**src/rtl/trap_csr_if.sv**
```systemverilog
// Bundle between the instruction decoder / PC logic and the machine-mode
// trap and CSR unit. The master side is the decoder, the slave side the
// trap unit.
interface trap_csr_if;
  logic        instr_valid;
  logic [31:0] pc;
  logic [7:0]  scause;
  logic        mret;
  logic        irq;
  logic [1:0]  csr_op;
  logic [11:0] csr_addr;
  logic [31:0] csr_wdata;
  logic [31:0] csr_rdata;
  logic        kill;
  logic        redirect;
  logic [31:0] redirect_pc;
  logic        mie_global;

  modport master (
    output instr_valid, pc, scause, mret, irq, csr_op, csr_addr, csr_wdata,
    input  csr_rdata, kill, redirect, redirect_pc, mie_global
  );

  modport slave (
    input  instr_valid, pc, scause, mret, irq, csr_op, csr_addr, csr_wdata,
    output csr_rdata, kill, redirect, redirect_pc, mie_global
  );
endinterface

```
**src/rtl/trap_csr.sv**
```systemverilog
// Machine-mode trap and CSR unit. Detects exceptions, mret and external
// interrupts on the current instruction, kills its side effects, and one
// cycle later redirects the PC to mtvec or mepc. Owns mstatus, mie, mip,
// mtvec, mepc, mcause and the 64-bit mcycle counter.
module trap_csr #(
  parameter logic [31:0] MTVEC_RESET = 32'h0000_0100,
  parameter logic [7:0]  SC_NOP      = 8'h00,
  parameter logic [7:0]  SC_ECALL    = 8'h0B,
  parameter logic [7:0]  SC_ILLEGAL  = 8'h02
) (
  input  logic       clk,
  input  logic       rst,
  trap_csr_if.slave  bus
);

  typedef enum logic [1:0] {RUN, TRAP, RET} state_t;

  localparam logic [11:0] A_MSTATUS = 12'h300;
  localparam logic [11:0] A_MIE     = 12'h304;
  localparam logic [11:0] A_MTVEC   = 12'h305;
  localparam logic [11:0] A_MEPC    = 12'h341;
  localparam logic [11:0] A_MCAUSE  = 12'h342;
  localparam logic [11:0] A_MIP     = 12'h344;
  localparam logic [11:0] A_MCYCLE  = 12'hB00;
  localparam logic [11:0] A_MCYCLEH = 12'hB80;

  localparam logic [31:0] CAUSE_MEI = 32'h8000_000B;

  state_t      state_q, state_d;
  logic        mie_bit, mpie_bit, meie_bit;
  logic [31:0] mtvec, mepc, mcause;
  logic [63:0] mcycle, mcycle_d;

  logic [31:0] csr_old, csr_new;
  logic        active, exc_ev, ret_ev, irq_ev, csr_we;
  logic        kill, redirect;
  logic [31:0] redirect_pc;

  // Read-modify-write rule shared by every writable CSR.
  function automatic logic [31:0] csr_update(input logic [1:0] op,
                                             input logic [31:0] old,
                                             input logic [31:0] wdata);
    case (op)
      2'b01:   csr_update = wdata;
      2'b10:   csr_update = old | wdata;
      2'b11:   csr_update = old & ~wdata;
      default: csr_update = old;
    endcase
  endfunction

  // Combinational CSR read mux; always returns the pre-write value.
  always_comb begin
    csr_old = '0;
    case (bus.csr_addr)
      A_MSTATUS: csr_old = {19'd0, 2'b11, 3'd0, mpie_bit, 3'd0, mie_bit, 3'd0};
      A_MIE:     csr_old = {20'd0, meie_bit, 11'd0};
      A_MTVEC:   csr_old = mtvec;
      A_MIP:     csr_old = {20'd0, bus.irq, 11'd0};
      A_MEPC:    csr_old = mepc;
      A_MCAUSE:  csr_old = mcause;
      A_MCYCLE:  csr_old = mcycle[31:0];
      A_MCYCLEH: csr_old = mcycle[63:32];
      default:   csr_old = '0;
    endcase
  end

  assign csr_new = csr_update(bus.csr_op, csr_old, bus.csr_wdata);

  // Event priority: exception, then mret, then interrupt; a CSR write only
  // commits when none of them fires.
  assign active = bus.instr_valid & (state_q == RUN);
  assign exc_ev = active & (bus.scause != SC_NOP);
  assign ret_ev = active & ~exc_ev & bus.mret;
  assign irq_ev = active & ~exc_ev & ~bus.mret & bus.irq & mie_bit & meie_bit;
  assign csr_we = active & ~exc_ev & ~bus.mret & ~irq_ev & (bus.csr_op != 2'b00);

  // mcycle next value: a write to one half replaces that half, the other holds.
  always_comb begin
    mcycle_d = mcycle + 64'd1;
    if (csr_we && bus.csr_addr == A_MCYCLE) begin
      mcycle_d = {mcycle[63:32], csr_new};
    end else if (csr_we && bus.csr_addr == A_MCYCLEH) begin
      mcycle_d = {csr_new, mcycle[31:0]};
    end
  end

  // CSR state: trap entry, mret, software writes and the cycle counter.
  always_ff @(posedge clk) begin
    if (rst) begin
      mie_bit  <= 1'b0;
      mpie_bit <= 1'b0;
      meie_bit <= 1'b0;
      mtvec    <= MTVEC_RESET;
      mepc     <= '0;
      mcause   <= '0;
      mcycle   <= '0;
    end else begin
      mcycle <= mcycle_d;
      if (exc_ev || irq_ev) begin
        mepc     <= bus.pc & 32'hFFFF_FFFC;
        mpie_bit <= mie_bit;
        mie_bit  <= 1'b0;
        if (irq_ev)
          mcause <= CAUSE_MEI;
        else if (bus.scause == SC_ECALL)
          mcause <= {24'd0, SC_ECALL};
        else
          mcause <= {24'd0, SC_ILLEGAL};
      end else if (ret_ev) begin
        mie_bit  <= mpie_bit;
        mpie_bit <= 1'b1;
      end else if (csr_we) begin
        case (bus.csr_addr)
          A_MSTATUS: begin
            mie_bit  <= csr_new[3];
            mpie_bit <= csr_new[7];
          end
          A_MIE:   meie_bit <= csr_new[11];
          A_MTVEC: mtvec    <= csr_new & 32'hFFFF_FFFC;
          A_MEPC:  mepc     <= csr_new & 32'hFFFF_FFFC;
          A_MCAUSE: mcause  <= csr_new;
          default: ;
        endcase
      end
    end
  end

  // FSM state register.
  always_ff @(posedge clk) begin
    if (rst) state_q <= RUN;
    else     state_q <= state_d;
  end

  // FSM next state and kill/redirect outputs.
  always_comb begin
    state_d     = state_q;
    kill        = 1'b0;
    redirect    = 1'b0;
    redirect_pc = '0;
    case (state_q)
      RUN: begin
        kill = exc_ev | irq_ev;
        if (exc_ev || irq_ev) state_d = TRAP;
        else if (ret_ev)      state_d = RET;
      end
      TRAP: begin
        kill        = 1'b1;
        redirect    = 1'b1;
        redirect_pc = mtvec;
        state_d     = RUN;
      end
      RET: begin
        kill        = 1'b1;
        redirect    = 1'b1;
        redirect_pc = mepc;
        state_d     = RUN;
      end
      default: state_d = RUN;
    endcase
  end

  assign bus.csr_rdata   = csr_old;
  assign bus.kill        = kill;
  assign bus.redirect    = redirect;
  assign bus.redirect_pc = redirect_pc;
  assign bus.mie_global  = mie_bit;

endmodule
```
**src/flat_wrapper.sv**
```systemverilog
// flat-port wrapper written by rule: the top's interface ports become plain ports
module trap_csr_flat 
#(
  parameter logic [31:0] MTVEC_RESET = 32'h0000_0100,
  parameter logic [7:0]  SC_NOP      = 8'h00,
  parameter logic [7:0]  SC_ECALL    = 8'h0B,
  parameter logic [7:0]  SC_ILLEGAL  = 8'h02
)
  (clk, rst, bus_instr_valid, bus_pc, bus_scause, bus_mret, bus_irq, bus_csr_op, bus_csr_addr, bus_csr_wdata, bus_csr_rdata, bus_kill, bus_redirect, bus_redirect_pc, bus_mie_global);
  trap_csr_if bus_i ();
  input  logic clk;
  input  logic rst;
  input wire logic [$bits(bus_i.instr_valid)-1:0] bus_instr_valid;
  input wire logic [$bits(bus_i.pc)-1:0] bus_pc;
  input wire logic [$bits(bus_i.scause)-1:0] bus_scause;
  input wire logic [$bits(bus_i.mret)-1:0] bus_mret;
  input wire logic [$bits(bus_i.irq)-1:0] bus_irq;
  input wire logic [$bits(bus_i.csr_op)-1:0] bus_csr_op;
  input wire logic [$bits(bus_i.csr_addr)-1:0] bus_csr_addr;
  input wire logic [$bits(bus_i.csr_wdata)-1:0] bus_csr_wdata;
  output wire logic [$bits(bus_i.csr_rdata)-1:0] bus_csr_rdata;
  output wire logic [$bits(bus_i.kill)-1:0] bus_kill;
  output wire logic [$bits(bus_i.redirect)-1:0] bus_redirect;
  output wire logic [$bits(bus_i.redirect_pc)-1:0] bus_redirect_pc;
  output wire logic [$bits(bus_i.mie_global)-1:0] bus_mie_global;
  assign bus_i.instr_valid = bus_instr_valid;
  assign bus_i.pc = bus_pc;
  assign bus_i.scause = bus_scause;
  assign bus_i.mret = bus_mret;
  assign bus_i.irq = bus_irq;
  assign bus_i.csr_op = bus_csr_op;
  assign bus_i.csr_addr = bus_csr_addr;
  assign bus_i.csr_wdata = bus_csr_wdata;
  assign bus_csr_rdata = bus_i.csr_rdata;
  assign bus_kill = bus_i.kill;
  assign bus_redirect = bus_i.redirect;
  assign bus_redirect_pc = bus_i.redirect_pc;
  assign bus_mie_global = bus_i.mie_global;
  trap_csr #(.MTVEC_RESET(MTVEC_RESET), .SC_NOP(SC_NOP), .SC_ECALL(SC_ECALL), .SC_ILLEGAL(SC_ILLEGAL)) u_core (.clk(clk), .rst(rst), .bus(bus_i));
endmodule
```
**config.mk**
```make
export PLATFORM = sky130hd
export DESIGN_NAME = trap_csr_flat
export DESIGN_NICKNAME = d
export VERILOG_FILES = /design/src/rtl/trap_csr_if.sv /design/src/rtl/trap_csr.sv /design/src/flat_wrapper.sv
export SDC_FILE = /design/constraint.sdc
export NUM_CORES = 1
export LEC_CHECK = 0
export BUFFER_PORTS_ARGS = -buffer_cell sky130_fd_sc_hd__buf_2
export CORE_ASPECT_RATIO = 0.5
export CORE_MARGIN = 8
export CORE_UTILIZATION = 55
export DETAILED_ROUTE_END_ITERATION = 10
export MAX_ROUTING_LAYER = met4
export PLACE_DENSITY = 0.77
export SKIP_LAST_GASP = 1
export SYNTH_ARGS = -nofsm -noshare
export SYNTH_HDL_FRONTEND = slang
export SYNTH_SLANG_ARGS = --single-unit
export TNS_END_PERCENT = 50
```
**constraint.sdc**
```tcl
create_clock -name clk -period 3 [get_ports clk]
set_input_delay 0.3 -clock clk [delete_from_list [all_inputs] [get_ports clk]]
set_output_delay 0.3 -clock clk [all_outputs]
set_load 0.005 [all_outputs]
```
==> impl_results.md, run 1 <==
* Post-route minimum period at 2.78 ns
* Setup_tns at 0 ns
* Worst r2r src: u_core.mcycle[22]
* Fmax at 0.359 GHz
* Crit end category: output pin
* Synth Instances at 1549
* VDD IR max at 0.415 mV
* CP max-delay cell: a21oi_4
* Skew final at 0.0144 ns
* Placed cell area at 0.0137 sq mm
* Synthesis Warnings at 0
* Post-CTS Hold Buffers at 0
* Vias in the first global route at 14200
* WS Path Type: reg -> out
* CTS Buf Count at 17
* Max-cap violations at 0
* Final Hold Fails at 0
* Hold_sp: bus_pc[22]
* Share of layout cells above drive strength 1 at 22.2%
* Area delta synth->final at 20.3%
* Max-slew headroom at 15.5%
* PwrDens at 369 mW/mm^2
* Crit path max-delay family: simple AND/OR/NAND/NOR gates
* Starting density of the core at 55.6%
* DR vias at 15400
* Clock Sinks at 161
* WL/cell at 30.0 um
* Rows at 38
* # IOs at 158
* Commonest non-fill, non-tap cell in the layout: dfxtp_1
* R2r setup slk at 0.27 ns
* DP HPWL at 44100 um
* Setup bufs post-CTS at 0
* Seq/Total Area, Yosys at 27.1%
* Placer Congestion at 1.08
* Max H-tree Level at 4
* Clock transition at the registers of the reported paths at 0.07 ns
* Drt initial violations at 3184
* Clk Latency, worst-skew pair at 0.46 ns
* CP dominant cell by count: nor2_1
* Number of remaining DRC errors at 0
* Total die area at 0.0269 sq mm
* Clock Path Buffers at 2
* Commonest cells after routing, fill and taps aside: dfxtp_1 (161), buf_2 (152), buf_4 (134), nand2_1 (125), a21oi_1 (111)
* Max incr delay on CP at 0.63 ns
* Final period util at 92.8%
* Worst Path Required at 2.70 ns
* P_leak at 0.00540 uW
* Hold Path End: u_core.mepc[22]
* Fin util at 66.8%
* Worst Hold Class: in -> reg
* First-pass detailed-route iteration total at 7
* Maximum fanout along the worst path at 21
* Placed cells at 2007
* Critical path startpoint category: flop
* Die height at 120 um
* Non-filler instance count after layout at 2046
* Initial antenna violation count at 6
* Nets at 1822
* GR Overflow Total at 0
* Slew Viols, Final at 0
* Post-synthesis register bit count at 161
* Buf/Inv on CP at 1
* Antenna viol nets, final at 0
* Ys flop type: dfxtp_1
* Final setup vio count at 0
* Port Buffers at 153
* Worst EP arrival at 2.48 ns
* Largest net degree at the start of global routing at 64
* Critical path, cell by cell: and3_1 -> nand2b_1 -> a21oi_4 -> nor2_1 -> nor2_1 -> buf_2
* Resize count post-CTS at 0
* Crit Reg-Reg Endpoint: u_core.mcycle[63]
* Clock root cell: clkbuf_16
* Status: complete, no violations
* Worst Hold Depth at 3
* Unrepaired setup endpoints after global routing: no
* Final std cell area, no fill at 0.0143 sq mm
* Worst-margin pin slew at 1.27 ns
* Placeable core area at 0.0214 sq mm
* Post-synthesis cell area at 0.0119 sq mm
* R2R depth at 7
* Post-Syn Area per Cell at 7.69 sq um
* Unique masters post-synth at 92
* Die Width at 224 um
* CTS tree: yes
* Asr flop ratio synth at 0%
* First-pass GRT wire length at 88800 um
* Total global routing track utilization at 44.7%
* Total Wirelength at 61300 um
* Vias per cell at 7.51
* Post-synth EDFFs at 0
synthesized netlist by cell type, drive strengths merged, types with 25 or more instances:
cell,count,area (sq um)
o22ai,25,156
nand3b,46,345
o211ai,26,195
a21oi,112,561
nor2,70,265
nand4,32,200
buf,62,350
a22oi,62,465
a31oi,25,156
nand2,126,475
nor4,68,513
nor2b,33,206
o21ai,70,350
nand3,61,318
o2bb2ai,29,254
dfxtp,161,3220
nor3,30,184
clkbuf,82,309
a211oi,64,485
inv,48,180
metrics by stage:
stage,worst slack [ns],power (uW),hold WS [ns]
2_1_floorplan,0.514,2660,0.433
3_3_place_gp,0.157,2970,0.445
3_5_place_dp,0.0961,3000,0.449
4_1_cts,0.309,5220,0.0788
5_1_grt,0.108,5370,0.0930
6_report,0.216,5290,0.0878
how the worst max path moves through the flow:
stage	from	to	cells after the start
2_1_floorplan	u_core.mcycle[0]	u_core.mcycle[60]	10
3_3_place_gp	bus_csr_addr[7]	u_core.mcycle[45]	9
4_1_cts	u_core.bus.mie_global	bus_kill	6
6_report	u_core.bus.mie_global	bus_kill	6
3_5_place_dp	bus_csr_addr[7]	u_core.mcycle[45]	9
5_1_grt	u_core.mcycle[21]	u_core.mcycle[63]	7
area by class of cell:
| cell class | count | area [sq um] |
|---|---|---|
| clock buffers | 20 | 457 |
| diodes | 8 | 20.0 |
| flip-flops and latches | 161 | 3220 |
| clock inverters | 11 | 129 |
| multi-input cells | 1196 | 7860 |
| fillers | 1827 | 7110 |
| well taps | 300 | 375 |
| inverters | 48 | 180 |
| repair buffers | 302 | 2090 |
metal layers:
| metal | vias to the layer above | global-route usage, % | routed length (um) |
|---|---|---|---|
| met5 | - | - | 0 |
| met4 | 0 | 16.5 | 2320 |
| met3 | 270 | 19.3 | 10700 |
| met2 | 1534 | 58.8 | 23300 |
| met1 | 7166 | 59.2 | 24900 |
| li1 | 6393 | - | - |
sequential cells by signal, indices dropped and copies added, names as in the netlist:
register,flops
u_core.bus.mie_global,1
u_core.mcause,32
u_core.mcycle,64
u_core.meie_bit,1
u_core.mepc,30
u_core.mpie_bit,1
u_core.mtvec,30
u_core.state_q,2
worst min-delay path, stage by stage:
cell and delay, ns:
buf_2 0.10, nand2_1 0.05, a21oi_1 0.06
kinds of logic (layout without fill, tap and decap cells):
group	count (synthesis)	after routing	synth area share, %
other	1	10	0.0315
AND/OR/NAND/NOR	570	570	27.5
AO/OA/AOI/OAI	565	565	33.1
XOR/XNOR	13	13	0.956
flip-flops	161	161	27.1
buffers and inverters	193	381	7.12
multiplexers	41	41	3.63
adder cells (fa/ha/maj)	5	5	0.525
report_power, final:
group	switching (uW)	total (uW)	internal (uW)
combinational	521	771	249
clock	1010	2280	1270
sequential	44.8	2230	2190
total	1580	5290	3710
No activity file was read; power rests on OpenSTA's default activity.
==> run 2: changes to the inputs <==
--- a/config.mk
+++ b/config.mk
@@ -5,13 +5,17 @@
 export SDC_FILE = /design/constraint.sdc
 export NUM_CORES = 1
 export LEC_CHECK = 0
+export ABC_AREA = 1
 export BUFFER_PORTS_ARGS = -buffer_cell sky130_fd_sc_hd__buf_2
+export CELL_PAD_IN_SITES_DETAIL_PLACEMENT = 0
+export CELL_PAD_IN_SITES_GLOBAL_PLACEMENT = 1
 export CORE_ASPECT_RATIO = 0.5
 export CORE_MARGIN = 8
-export CORE_UTILIZATION = 55
+export CORE_UTILIZATION = 40
+export CTS_CLUSTER_SIZE = 24
 export DETAILED_ROUTE_END_ITERATION = 10
 export MAX_ROUTING_LAYER = met4
-export PLACE_DENSITY = 0.77
+export PLACE_DENSITY_LB_ADDON = 0.1
 export SKIP_LAST_GASP = 1
 export SYNTH_ARGS = -nofsm -noshare
 export SYNTH_HDL_FRONTEND = slang
==> run 2 against run 1 <==
Critical path depth increased by 5. Design area decreased by 5.2%. Die area increased by 31%. Maximum frequency increased by 6.2%. Sequential power increased by 4%. Clock skew decreased by 0.0025 ns. Clock-buffer cell count decreased by 3. Largest power group is now sequential cells. Final cell count increased by 26%.
==> impl_results.md, run 2 <==
* Buf/Inv on CP at 0 (was 1)
* Share of layout cells above drive strength 1 at 12.8% (was 22.2%)
* Clock root cell: clkbuf_16 (unchanged)
* Total Wirelength at 59300 um (was 61300 um)
* Crit path max-delay family: simple AND/OR/NAND/NOR gates (unchanged)
* Total global routing track utilization at 33.6% (was 44.7%)
* First-pass GRT wire length at 85100 um (was 88800 um)
* R2R depth at 11 (was 7)
* Final setup vio count at 0 (unchanged)
* Asr flop ratio synth at 0% (unchanged)
* Placeable core area at 0.0288 sq mm (was 0.0214 sq mm)
* DP HPWL at 47100 um (was 44100 um)
* Setup_tns at 0 ns (unchanged)
* R2r setup slk at 0.38 ns (was 0.27 ns)
* Clk Latency, worst-skew pair at 0.46 ns (about the same)
* Power Total at 5250 uW (was 5290 uW)
* Regs by FF count: u_core.mcycle (64), u_core.mcause (32) (unchanged)
* First-pass detailed-route iteration total at 8 (was 7)
* Post-route minimum period at 2.62 ns (was 2.78 ns)
* Critical path startpoint category: flop (unchanged)
* Hold_sp: bus_pc[20] (was bus_pc[22])
* Post-CTS Hold Buffers at 0 (unchanged)
* Die Width at 257 um (was 224 um)
* Unrepaired setup endpoints after global routing: no (unchanged)
* Setup bufs post-CTS at 0 (unchanged)
* Final period util at 87.4% (was 92.8%)
* Cell taking the most area after synthesis: dfxtp_1 (unchanged)
* Net Sw Frac at 31.5% (was 29.8%)
* P_leak at 0.00611 uW (was 0.00540 uW)
* Reg power frac at 43.9% (was 42.2%)
* Starting density of the core at 40.4% (was 55.6%)
* Fmax at 0.381 GHz (was 0.359 GHz)
* Status: complete, no violations (unchanged)
* Max-slew headroom at 46.6% (was 15.5%)
* Top reg by flops: u_core.mcycle (unchanged)
* Crit end category: flop (was output pin)
* Critical path, cell by cell: ha_1 -> nand2_1 -> nor2_1 -> nand4_1 -> nor2_1 -> nand2_1 -> nor2_1 -> nand2_1 -> nand2_1 -> nand3_1 -> a21oi_1 (was and3_1 -> nand2b_1 -> a21oi_4 -> nor2_1 -> nor2_1 -> buf_2)
* WS Path Type: reg -> reg (was reg -> out)
* Clock Path Buffers at 2 (unchanged)
* Maximum fanout along the worst path at 6 (was 21)
* Commonest cells after routing, fill and taps aside: nand2_1 (585), nor2_1 (270), a21oi_1 (200), inv_1 (191) (was dfxtp_1 (161), buf_2 (152), buf_4 (134), nand2_1 (125), a21oi_1 (111))
* Top cells by area, synth: dfxtp_1 (28%), nand2_1 (19%), nor2_1 (8.7%), a21oi_1 (8.6%), nand3_1 (7.8%) (was dfxtp_1 (27%), a21oi_1 (4.7%), a211oi_1 (4.0%), nand2_1 (3.9%), a22oi_1 (3.9%))
* Area delta synth->final at 16.5% (was 20.3%)
* Synth top area share at 27.6% (was 27.1%)
* Commonest non-fill, non-tap cell in the layout: nand2_1 (was dfxtp_1)
* Count leader, synth: nand2_1 (was dfxtp_1)
* Number of remaining DRC errors at 0 (unchanged)
* Area of the multi-input gates at 0.00723 sq mm (was 0.00786 sq mm)
* DR vias at 14400 (was 15400)
* Unique masters post-synth at 43 (was 92)
* Worst Hold Depth at 3 (unchanged)
* Slew Viols, Final at 0 (unchanged)
* Filler Cells Inserted at 3287 (was 1827)
* Post-synthesis register bit count at 161 (unchanged)
* Synth Instances at 2049 (was 1549)
* Vias per cell at 5.60 (was 7.51)
* Ant. Diodes at 0 (was 8)
* Initial antenna violation count at 1 (was 6)
* Worst EP arrival at 3.00 ns (was 2.48 ns)
* Max incr delay on CP at 0.46 ns (was 0.63 ns)
* Seq/Total Area, Yosys at 27.6% (was 27.1%)
* GR Overflow Total at 0 (unchanged)
* Logic pwr share at 12.0% (was 14.6%)
* WL/cell at 23.0 um (was 30.0 um)
* Die height at 137 um (was 120 um)
* Crit Reg-Reg Endpoint: u_core.mcycle[52] (was u_core.mcycle[63])
* PwrDens at 386 mW/mm^2 (was 369 mW/mm^2)
* CTS tree: yes (unchanged)
* Non-filler instance count after layout at 2580 (was 2046)
* Synthesis Warnings at 0 (unchanged)
* Reg area at 0.00322 sq mm (unchanged)
* # IOs at 158 (unchanged)
* Top cells by count, synth: nand2_1 (585), nor2_1 (270), a21oi_1 (200), inv_1 (192) (was dfxtp_1 (161), nand2_1 (125), a21oi_1 (112), clkbuf_1 (81), nor2_1 (69))
* Placed cells at 2547 (was 2007)
* Fin util at 47.1% (was 66.8%)
* Worst-margin pin slew at 0.801 ns (was 1.27 ns)
* Port Buffers at 153 (unchanged)
* Post-Syn Area per Cell at 5.69 sq um (was 7.69 sq um)
* Rows at 44 (was 38)
* Worst Hold Class: in -> reg (unchanged)
* Vias in the first global route at 12700 (was 14200)
* VDD IR max at 0.429 mV (was 0.415 mV)
* Total die area at 0.0352 sq mm (was 0.0269 sq mm)
* Worst Path Required at 3.38 ns (was 2.70 ns)
* Max H-tree Level at 4 (unchanged)
* Max FFs per register at 64 (unchanged)
* Final Hold Fails at 0 (unchanged)
* Clk pwr share at 44.1% (was 43.2%)
* Post-synth EDFFs at 0 (unchanged)
* Clock transition at the registers of the reported paths at 0.08 ns (was 0.07 ns)
* P_int at 3590 uW (was 3710 uW)
* CP dominant cell by count: nand2_1 (was nor2_1)
* Largest net degree at the start of global routing at 61 (was 64)
* Antenna viol nets, final at 0 (unchanged)
* Resize count post-CTS at 0 (unchanged)
* Post-synthesis cell area at 0.0117 sq mm (was 0.0119 sq mm)
* CP max-delay cell: dfxtp_1 (was a21oi_4)
* Hold Path End: u_core.mepc[20] (was u_core.mepc[22])
* Placer Congestion at 0.998 (was 1.08)
* Nets at 2272 (was 1822)
* Ys flop type: dfxtp_1 (unchanged)
* Max-cap violations at 0 (unchanged)
* Net Sw Power at 1650 uW (was 1580 uW)
* CTS Buf Count at 17 (unchanged)
* Drt initial violations at 1872 (was 3184)
* Clock Sinks at 161 (unchanged)
* Skew final at 0.0119 ns (was 0.0144 ns)
* Worst r2r src: u_core.mcycle[0] (was u_core.mcycle[22])
run 2: worst reg2reg max path: cells and delay by family, from the launching register on:
family	cells	cell delay [ns]
adder cells (fa/ha/maj)	1	0.26
flip-flops	1	0.46
AO/OA/AOI/OAI	1	0.16
AND/OR/NAND/NOR	9	1.67
run 2: logic make-up after synthesis:
logic type / after synthesis / synth area share (%)
buf+inv: 309 / 10.6
simple gates: 1115 / 40.2
xor+xnor: 20 / 1.50
flops: 161 / 27.6
compound gates: 438 / 19.5
fa+ha+maj: 5 / 0.536
other cells: 1 / 0.0322
run 2: power by group through the flow:
stage / sequential [uW] / clock [uW] / combinational, uW
after floorplan: 2300 / 0 / 335
after global placement: 2350 / 0 / 602
after detailed placement: 2350 / 0 / 606
after CTS: 2300 / 2320 / 609
after global routing: 2310 / 2410 / 687
final: 2310 / 2310 / 629
run 2: area by class of cell:
cell class / instances / area share (%)
sequential: 161 / 23.7
tap: 391 / 3.60
clock inverter: 15 / 1.42
clock buffer: 17 / 3.13
inverter: 204 / 5.64
timing repair buffer: 211 / 9.30
multi-input combinational: 1581 / 53.2
run 2: how the worst max path moves through the flow:
stage / slack [ns] / depth (start not counted) / end / startpoint
2_1_floorplan: 1.11 / 12 / u_core.mcycle[42] / u_core.mcycle[0]
3_3_place_gp: 0.24 / 10 / u_core.mtvec[29] / bus_csr_addr[5]
3_5_place_dp: 0.17 / 11 / u_core.mtvec[26] / bus_csr_op[0]
4_1_cts: 0.22 / 10 / u_core.mtvec[10] / u_core.state_q[0]
5_1_grt: 0.20 / 10 / u_core.mcycle[60] / u_core.mcycle[0]
6_report: 0.38 / 11 / u_core.mcycle[52] / u_core.mcycle[0]
run 2: metrics by stage:
stage                     cell area, sq um  setup WS, ns  hold WS [ns]
after floorplan                      11700          1.11         0.476
after global placement               13000         0.237         0.514
after detailed placement             13000         0.166         0.515
after CTS                            13600         0.223        0.0908
after global routing                 13600         0.195         0.108
final                                13600         0.379         0.103
run 2: routing by layer:
layer	track usage, %	wire, um
met1	51.1	28900
met4	4.42	439
met3	11.4	8320
met5	-	0
met2	41.6	21600
